File: src/rtl/rd_buffer_drain_ctrl_pkg.sv
// Shared types and helpers for the read-return buffer drain controller.
// Holds the default beat payload and the pointer-width rule used by the pointer logic.
package rd_buffer_drain_ctrl_pkg;

  typedef logic [63:0] data_entry_t;

  // Pointer width carries one extra wrap bit so full and empty can be told apart.
  function automatic int ptr_width(input int depth);
    return $clog2(depth) + 1;
  endfunction

endpackage

File: src/rtl/rd_drain_skid.sv
// Two-entry output skid FIFO that absorbs the buffer's registered read latency.
// Push and pop in the same cycle are both honoured; the head is presented combinationally.
module rd_drain_skid
  import rd_buffer_drain_ctrl_pkg::*;
#(
  parameter type DataEntry = data_entry_t
) (
  input  logic     clk,
  input  logic     rst,
  input  logic     push,
  input  DataEntry push_data,
  input  logic     pop,
  output DataEntry head,
  output logic [1:0] count
);

  DataEntry mem [2];
  logic     wr_sel;
  logic     rd_sel;

  // NOTE: state registers use non-blocking assignments so every flop samples pre-edge values.
  always_ff @(posedge clk) begin
    if (rst) begin
      // NOTE: this tiny storage is reset on purpose so out_data reads zero out of reset.
      mem[0] <= '0;
      mem[1] <= '0;
      wr_sel <= 1'b0;
      rd_sel <= 1'b0;
      count  <= 2'd0;
    end else begin
      if (push) begin
        mem[wr_sel] <= push_data;
        wr_sel      <= ~wr_sel;
      end
      if (pop) begin
        rd_sel <= ~rd_sel;
      end
      count <= count + {1'b0, push} - {1'b0, pop};
    end
  end

  assign head = mem[rd_sel];

endmodule

File: src/rtl/rd_buffer_drain_ctrl.sv
// Pointer, occupancy and valid/ready controller around the dual-port read-return buffer.
// Writes PHY beats into the buffer and drains them in order through a 2-entry skid.
module rd_buffer_drain_ctrl
  import rd_buffer_drain_ctrl_pkg::*;
#(
  parameter int  BufferDepth = 8,
  parameter int  BurstLen    = 4,
  parameter type DataEntry   = data_entry_t
) (
  input  logic                         clk,
  input  logic                         rst,
  input  logic                         in_valid,
  output logic                         in_ready,
  output logic                         buf_we,
  output logic [$clog2(BufferDepth)-1:0] buf_writePtr,
  output logic                         buf_re,
  output logic [$clog2(BufferDepth)-1:0] buf_readPtr,
  input  DataEntry                     buf_rdata,
  output logic                         out_valid,
  input  logic                         out_ready,
  output DataEntry                     out_data,
  output logic                         out_last,
  output logic [$clog2(BufferDepth):0] occupancy
);

  localparam int AddrW = $clog2(BufferDepth);
  localparam int PtrW  = ptr_width(BufferDepth);
  localparam int BeatW = (BurstLen > 1) ? $clog2(BurstLen) : 1;

  localparam logic [PtrW-1:0]  DepthCount = PtrW'(BufferDepth);
  localparam logic [BeatW-1:0] LastBeat   = BeatW'(BurstLen - 1);

  logic [PtrW-1:0]  wptr;
  logic [PtrW-1:0]  rptr;
  logic             inflight_q;
  logic [1:0]       skid_cnt;
  logic [BeatW-1:0] beat_cnt;
  logic [2:0]       pending;
  logic             full;
  logic             empty;
  logic             accept;
  logic             pop;
  logic             issue;

  // A beat written this cycle only shows up in occupancy next cycle, so it is never read early.
  assign occupancy = wptr - rptr;
  assign full      = (occupancy == DepthCount);
  assign empty     = (occupancy == '0);

  assign in_ready     = ~full;
  assign accept       = in_valid & in_ready;
  assign buf_we       = accept;
  assign buf_writePtr = wptr[AddrW-1:0];

  // Issue only while the skid plus the read already in flight leaves room after this pop.
  assign pop     = out_valid & out_ready;
  assign pending = {1'b0, skid_cnt} + {2'b00, inflight_q} - {2'b00, pop};
  assign issue   = ~empty & (pending < 3'd2);

  assign buf_re      = issue;
  assign buf_readPtr = rptr[AddrW-1:0];

  always_ff @(posedge clk) begin
    if (rst) begin
      wptr       <= '0;
      rptr       <= '0;
      inflight_q <= 1'b0;
      beat_cnt   <= '0;
    end else begin
      if (accept) begin
        wptr <= wptr + 1'b1;
      end
      if (issue) begin
        rptr <= rptr + 1'b1;
      end
      inflight_q <= issue;
      if (pop) begin
        beat_cnt <= (beat_cnt == LastBeat) ? '0 : beat_cnt + 1'b1;
      end
    end
  end

  rd_drain_skid #(
    .DataEntry (DataEntry)
  ) u_skid (
    .clk       (clk),
    .rst       (rst),
    .push      (inflight_q),
    .push_data (buf_rdata),
    .pop       (pop),
    .head      (out_data),
    .count     (skid_cnt)
  );

  assign out_valid = (skid_cnt != 2'd0);
  assign out_last  = (beat_cnt == LastBeat);

  a_no_raw_collision: assert property (@(posedge clk) disable iff (rst)
    !(buf_re && buf_we && (buf_readPtr == buf_writePtr)));
  a_skid_bound: assert property (@(posedge clk) disable iff (rst) skid_cnt <= 2'd2);
  a_skid_no_overflow: assert property (@(posedge clk) disable iff (rst)
    (inflight_q && !pop) |-> (skid_cnt != 2'd2));
  a_occupancy_bound: assert property (@(posedge clk) disable iff (rst) occupancy <= DepthCount);
  a_out_stable: assert property (@(posedge clk) disable iff (rst)
    (out_valid && !out_ready) |=> $stable(out_data));

endmodule

File: config.mk
export PLATFORM = sky130hd
export DESIGN_NAME = rd_buffer_drain_ctrl
export DESIGN_NICKNAME = d
export VERILOG_FILES = /design/src/rtl/rd_buffer_drain_ctrl_pkg.sv /design/src/rtl/rd_drain_skid.sv /design/src/rtl/rd_buffer_drain_ctrl.sv
export SDC_FILE = /design/constraint.sdc
export NUM_CORES = 1
export LEC_CHECK = 0
export ABC_AREA = 0
export CAP_MARGIN = 25
export CORE_ASPECT_RATIO = 0.8
export CORE_UTILIZATION = 46
export DETAILED_ROUTE_END_ITERATION = 10
export GPL_ROUTABILITY_DRIVEN = 0
export GPL_TIMING_DRIVEN = 0
export PLACE_DENSITY_LB_ADDON = 0.05
export SLEW_MARGIN = 20
export SYNTH_ARGS = -nofsm -noshare
export SYNTH_HDL_FRONTEND = slang
export SYNTH_HIERARCHICAL = 1
export SYNTH_SLANG_ARGS = --single-unit
File: constraint.sdc
create_clock -name clk -period 2.8 [get_ports clk]
set_clock_uncertainty 0.1 [all_clocks]
set_input_delay 0.28 -clock clk [delete_from_list [all_inputs] [get_ports clk]]
set_output_delay 0.28 -clock clk [all_outputs]
set_load 0.005 [all_outputs]
==> metrics.yaml, run 1 <==
run_status:
  status: "finished with violations"
  violations: "DRC"
clock_network:
  cts_buffers: 17
  clock_latency_ns: 0.42
  htreeDepth: 4
  path_clk_slew_ns: 0.06
  cts_tree: "done"
  clk_path_buf_depth: 2
  cts_sinks: 144
  holdBufCountCts: 0
  cts-root-buf: "clkbuf_16"
yosys:
  synth_area_leaders: "edfxtp_1 56%, mux2_4 13%, nor2_1 7.7%"
  async_flop_share_pct: 0
  seq_area_frac_synth_pct: 60.4
  synth_cells: 520
  yosysTopAreaCell: "edfxtp_1"
  ys_types: 33
  syn_area_sq_mm: 0.00689
  synth-edff-count: 128
  syn_nets: 599
  synth_ff_type: "edfxtp_1"
  ys.warnings.count: 6
  syn_avg_cell_area_sq_um: 13.3
  yosys_register_bits: 144
  synth_top_cell_area_share_pct: 55.8
global_route:
  grt_pass1_vias: 4507
  overflow: 0
  antenna_found_initial: 0
  grt_max_degree: 50
  grt_first_pass_wirelength_microns: 23000
  grt_use_total_pct: 19.6
placed_design:
  dp_hpwl_microns: 9420
  io_buffers: 146
drt:
  firstDrtPassIters: 9
  drt_iter0_markers: 354
  wl_per_cell_microns: 16.1
  vias_per_cell: 4.86
  drc: 12
  drt-total-wl_microns: 14400
  ant_nets: 0
  vias: 4333
sta:
  hold_viol_final: 0
  rsz0062_at_grt: "true"
  fin_crit_ns: 2.77
  setup_violations: 0
  slew_headroom_pct: 49.7
  clock.fmax_mhz: 361
  slew_violations: 0
  min_period_over_period_pct: 98.9
  max_slew.worst_pin.slew_ns: 0.752
power_and_ir_drop:
  p_leak_nw: 3.60
  cellPowerDensity_mw_per_mm2: 879
  total_power_mw: 8.22
  peakVddDrop_uv: 455
worst_setup_path:
  critical-path-slowest-cell: "fa_2"
  path_cells: "or2_4 -> nand2_4 -> inv_4 -> ha_4 -> nand2b_4 -> fa_2 -> xnor2_2 -> nand2_2 -> a31oi_4 -> buf_2"
  crit_arrival_ns: 2.39
  crit_path_max_incr_delay_ns: 0.39
  critical_path.max_fanout: 2
  path_class: "flip-flop to primary output"
  cp-start-kind: "flip-flop"
  crit_required_ns: 2.42
  worstSetupEndpointType: "primary output"
layout:
  final_util_pct: 64.7
  drive_above_1_share_pct: 22.2
  syn_to_final_growth_pct: 35.7
  n_antenna_cell: 0
  layout.nets: 776
job:
  cap_violations: 0
die:
  core_area_sq_mm: 0.0144
  fp.dieH_microns: 111
  die-area_sq_mm: 0.0155
  die_w_microns: 139
  initial_core_util_pct: 47.7
  num_rows: 39
  io_pins: 147
worst_hold_path:
  min_path_type: "flip-flop to flip-flop"
==> flip-flops by register name (all words and copies together), names as in the netlist, named ones only <==
register / count
u_skid/count: 2
wptr: 4
u_skid/wr_sel: 1
inflight_q: 1
u_skid/mem: 128
rptr: 4
beat_cnt: 2
u_skid/rd_sel: 1
==> Yosys cell counts (all sizes together) (2+ instances only) <==
| cell | number |
|---|---|
| nor2 | 142 |
| ha | 9 |
| mux2i | 3 |
| mux2 | 68 |
| nand2 | 7 |
| clkbuf | 9 |
| inv | 10 |
| xnor2 | 4 |
| edfxtp | 128 |
| nor3 | 3 |
| nor2b | 4 |
| nand4 | 2 |
| nand2b | 71 |
| xor2 | 2 |
| fa | 2 |
| dfxtp | 16 |
| buf | 26 |
| a21oi | 5 |
==> cell families (layout without fill, tap and decap cells) <==
kind of cell / count (synthesis) / in the layout / share of synthesized area [%]
buffers and inverters: 45 / 233 / 4.41
XOR/XNOR: 7 / 7 / 1.09
flip-flops: 144 / 144 / 60.4
adder cells (fa/ha/maj): 11 / 11 / 2.22
multiplexers: 71 / 71 / 14.8
AND/OR/NAND/NOR: 233 / 233 / 16.0
AO/OA/AOI/OAI: 9 / 9 / 1.02
==> path summary, 6_finish.rpt <==
| check | from | to | slack (ns) | cells past startpoint |
|---|---|---|---|---|
| worst max register to register | u_skid/count[1] | rptr[3] | 0.08 | 13 |
| worst min register to register | u_skid/wr_sel | u_skid/wr_sel | 0.40 | 2 |
| worst min-delay path | u_skid/wr_sel | u_skid/wr_sel | 0.40 | 2 |
| worst max-delay path | u_skid/count[1] | buf_re | 0.03 | 10 |
==> final cells by class <==
| type | instances | area [sq um] |
|---|---|---|
| clock inverter | 12 | 77.6 |
| sequential | 144 | 4180 |
| buffer | 35 | 267 |
| tap | 184 | 230 |
| inverter | 10 | 40.0 |
| timing repair buffer | 158 | 1590 |
| fill | 1099 | 5090 |
| clock buffer | 18 | 429 |
| multi-input combinational | 331 | 2540 |
==> placed cells by master (no fill, tap or decap), drive strengths merged <==
cell           Yosys  final
nand2b            71     71
nor3               3      3
bufinv             0      1
clkinv             0     10
clkinvlp           0      1
clkdlybuf4s50      0    142
or2                1      1
a21boi             1      1
nand3              1      1
dlymetal6s2s       0      3
buf               26     39
or3                1      1
xor2               2      2
ha                 9      9
a21oi              5      5
and3b              1      1
o21ai              1      1
edfxtp           128    128
mux2i              3      3
dfxtp             16     16
nand4              2      2
clkbuf             9     27
fa                 2      2
xnor2              4      4
mux2              68     68
nor2b              4      4
a31oi              1      1
xnor3              1      1
inv               10     10
a21o               1      1
nand2              7      7
nor2             142    142
==> worst max-delay path: cells and delay by family, from the launching register on <==
kind / cells / cell delay (ns)
simple gates: 4 / 0.55
fa+ha+maj: 2 / 0.59
flops: 1 / 0.34
buf+inv: 2 / 0.18
compound gates: 1 / 0.15
xor+xnor: 1 / 0.16
==> layer usage <==
metal	routed length (microns)	GRT usage, %	part of all wire [%]
met1	6410	25.3	45
met2	7070	32.1	49
met3	878	6.58	6.1
met4	40	4.67	0.28
met5	0	0	0
==> where the power goes <==
part | internal [mW] | switching [mW]
Sequential | 2.75 | 0.130
Combinational | 2.01 | 1.36
Clock | 1.18 | 0.789
Total | 5.94 | 2.28
==> repair_timing <==
action / 4_1_cts / 5_1_grt
gates resized for setup: 26 / 12
cloned: 0 / 0
buffers inserted: 9 / 1
endpoints found under the setup margin: 7 / 5
pin swaps: 9 / 8
==> per-stage QoR <==
step	setup slack [ns]	cell area, sq um	TNS (ns)	std cells	hold slack [ns]
after global routing	-0.0409	9350	-0.0409	892	0.419
after CTS	-0.0558	9300	-0.0558	891	0.397
after global placement	-1.99	8580	-254.19	850	0.379
after detailed placement	-0.468	8640	-4.03	852	0.387
after floorplan	0.0595	6890	0	520	0.360
final	0.0315	9350	0	892	0.398
(Power assumes the default switching activity.)
==> run 2: changes to the inputs <==
--- a/config.mk
+++ b/config.mk
@@ -9,10 +9,12 @@
 export CAP_MARGIN = 25
 export CORE_ASPECT_RATIO = 0.8
 export CORE_UTILIZATION = 46
+export CTS_BUF_LIST = sky130_fd_sc_hd__clkbuf_16
 export DETAILED_ROUTE_END_ITERATION = 10
 export GPL_ROUTABILITY_DRIVEN = 0
 export GPL_TIMING_DRIVEN = 0
 export PLACE_DENSITY_LB_ADDON = 0.05
+export RECOVER_POWER = 100
 export SLEW_MARGIN = 20
 export SYNTH_ARGS = -nofsm -noshare
 export SYNTH_HDL_FRONTEND = slang
==> metrics.yaml, run 2 (same netlist as run 1, synthesis figures left out) <==
run_status:
  status: "finished with violations"
  violations: "DRC"
placed_design:
  dp_hpwl_microns: 9420
  dp.cells: 852
  io_buffers: 146
  dp_slack_ns: -0.468
  place_area_sq_mm: 0.00864
layout:
  final_util_pct: 64.7
  drive_above_1_share_pct: 22.0
  layout_commonest_cell: "nor2_1"
  n_antenna_cell: 0
  stdcell_count: 892
  layout_common_cells: "142 x nor2_1, 141 x clkdlybuf4s50_1, 128 x edfxtp_1"
  fin_area_sq_mm: 0.00935
  syn_to_final_growth_pct: 35.7
  layout.nets: 776
  regMostFlops: "u_skid/mem"
  largest_reg_flops: 128
  largestRegisters: "u_skid/mem x128, rptr x4, wptr x4"
sta:
  setup_violations: 0
  fin_crit_ns: 2.77
  tns_ns: 0
  rsz0062_at_grt: "true"
  hold_ws_ns: 0.399
  slew_violations: 0
  hold_viol_final: 0
  max_slew.worst_pin.slew_ns: 0.774
  setup_slack_ns: 0.0345
  slew_headroom_pct: 48.3
  min_period_over_period_pct: 98.8
  clock.fmax_mhz: 362
worst_setup_path:
  worstSetupEndpointType: "primary output"
  critical_path.max_fanout: 2
  critical-path-slowest-cell: "fa_2"
  path_delay_family: "adder cells"
  timing.rr.end: "rptr[3]"
  cp-start-kind: "flip-flop"
  crit_buf_inv: 2
  r2r_start: "u_skid/count[1]"
  path_class: "flip-flop to primary output"
  path_cells: "or2_4 -> nand2_4 -> inv_4 -> ha_4 -> nand2b_4 -> fa_2 -> xnor2_2 -> nand2_2 -> a31oi_4 -> buf_2"
  crit_arrival_ns: 2.39
  crit_path_max_incr_delay_ns: 0.39
  r2r_setup_slack_ns: 0.07
  ff2ff_path_depth: 13
  crit_required_ns: 2.42
clock_network:
  htreeDepth: 4
  cts_buffers: 17
  path_clk_slew_ns: 0.06
  clock_latency_ns: 0.41
  cts-root-buf: "clkbuf_16"
  clk_path_buf_depth: 2
  cts_sinks: 144
  holdBufCountCts: 0
  cts_tree: "done"
die:
  fp.dieH_microns: 111
  die_w_microns: 139
  core_area_sq_mm: 0.0144
  io_pins: 147
  die-area_sq_mm: 0.0155
  initial_core_util_pct: 47.7
  num_rows: 39
global_route:
  grt_first_pass_wirelength_microns: 23000
  antenna_found_initial: 0
  grt_pass1_vias: 4507
  overflow: 0
  grt_max_degree: 50
  grt_use_total_pct: 19.6
power_and_ir_drop:
  clockPowerShare_pct: 24.0
  p_leak_nw: 3.60
  intPower_mw: 5.93
  peakVddDrop_uv: 461
  swShare_pct: 27.8
  power_frac_seq_pct: 35.1
  power_frac_comb_pct: 40.9
  switchingPower_mw: 2.29
  total_power_mw: 8.22
  cellPowerDensity_mw_per_mm2: 879
drt:
  vias_per_cell: 4.91
  drt_iter0_markers: 354
  wl_per_cell_microns: 16.2
  drt-total-wl_microns: 14500
  ant_nets: 0
  vias: 4382
  drc: 12
  firstDrtPassIters: 9
worst_hold_path:
  hold_end: "u_skid/wr_sel"
  min_path_type: "flip-flop to flip-flop"
  min-delay-start: "u_skid/wr_sel"
  min_delay_path_depth: 2
job:
  cap_violations: 0
-- run 2: cell type report --
cell class              instances  area, sq um
fillers                      1100         5090
flip-flops and latches        144         4180
multi-input cells             331         2540
repair buffers                158         1590
clock buffers                  17          425
plain buffers                  35          265
well taps                     184          230
clock inverters                13         81.3
inverters                      10         40.0
-- run 2: timing repair --
action | CTS | global route
setup endpoints to repair | 7 | 5
buffers inserted | 9 | 1
pin swaps | 9 | 8
gates resized for setup | 26 | 12
-- run 2: power groups by stage --
stage	sequential (mW)	clock [mW]	combinational, mW
after floorplan	2.90	0	1.73
after global placement	2.93	0	3.00
final	2.88	1.97	3.37
after detailed placement	2.93	0	3.08
after global routing	2.91	2.10	3.62
after CTS	2.88	2.01	3.37
-- run 2: layer usage --
layer	wire (microns)	track usage, %	up-vias
met4	119	4.67	0
li1	-	-	2129
met2	7000	32.1	142
met5	0	0	-
met1	6390	25.3	2102
met3	967	6.58	9
-- run 2: worst max-delay path by stage --
stage                          from               end  slack (ns)  cells past startpoint
floorplan           u_skid/count[1]           rptr[3]        0.06                     11
detailed placement        out_ready            buf_re       -0.47                     10
CTS                 u_skid/count[1]            buf_re       -0.06                     10
global placement                rst  u_skid/mem[0][4]       -1.99                      3
finish              u_skid/count[1]            buf_re        0.03                     10
global route        u_skid/count[1]            buf_re       -0.04                     10
-- run 2: tightest hold or removal path, cell delays in order, from the launching register on --
cell	delay, ns
dfxtp_1	0.32
nand2b_1	0.07
a21oi_1	0.06
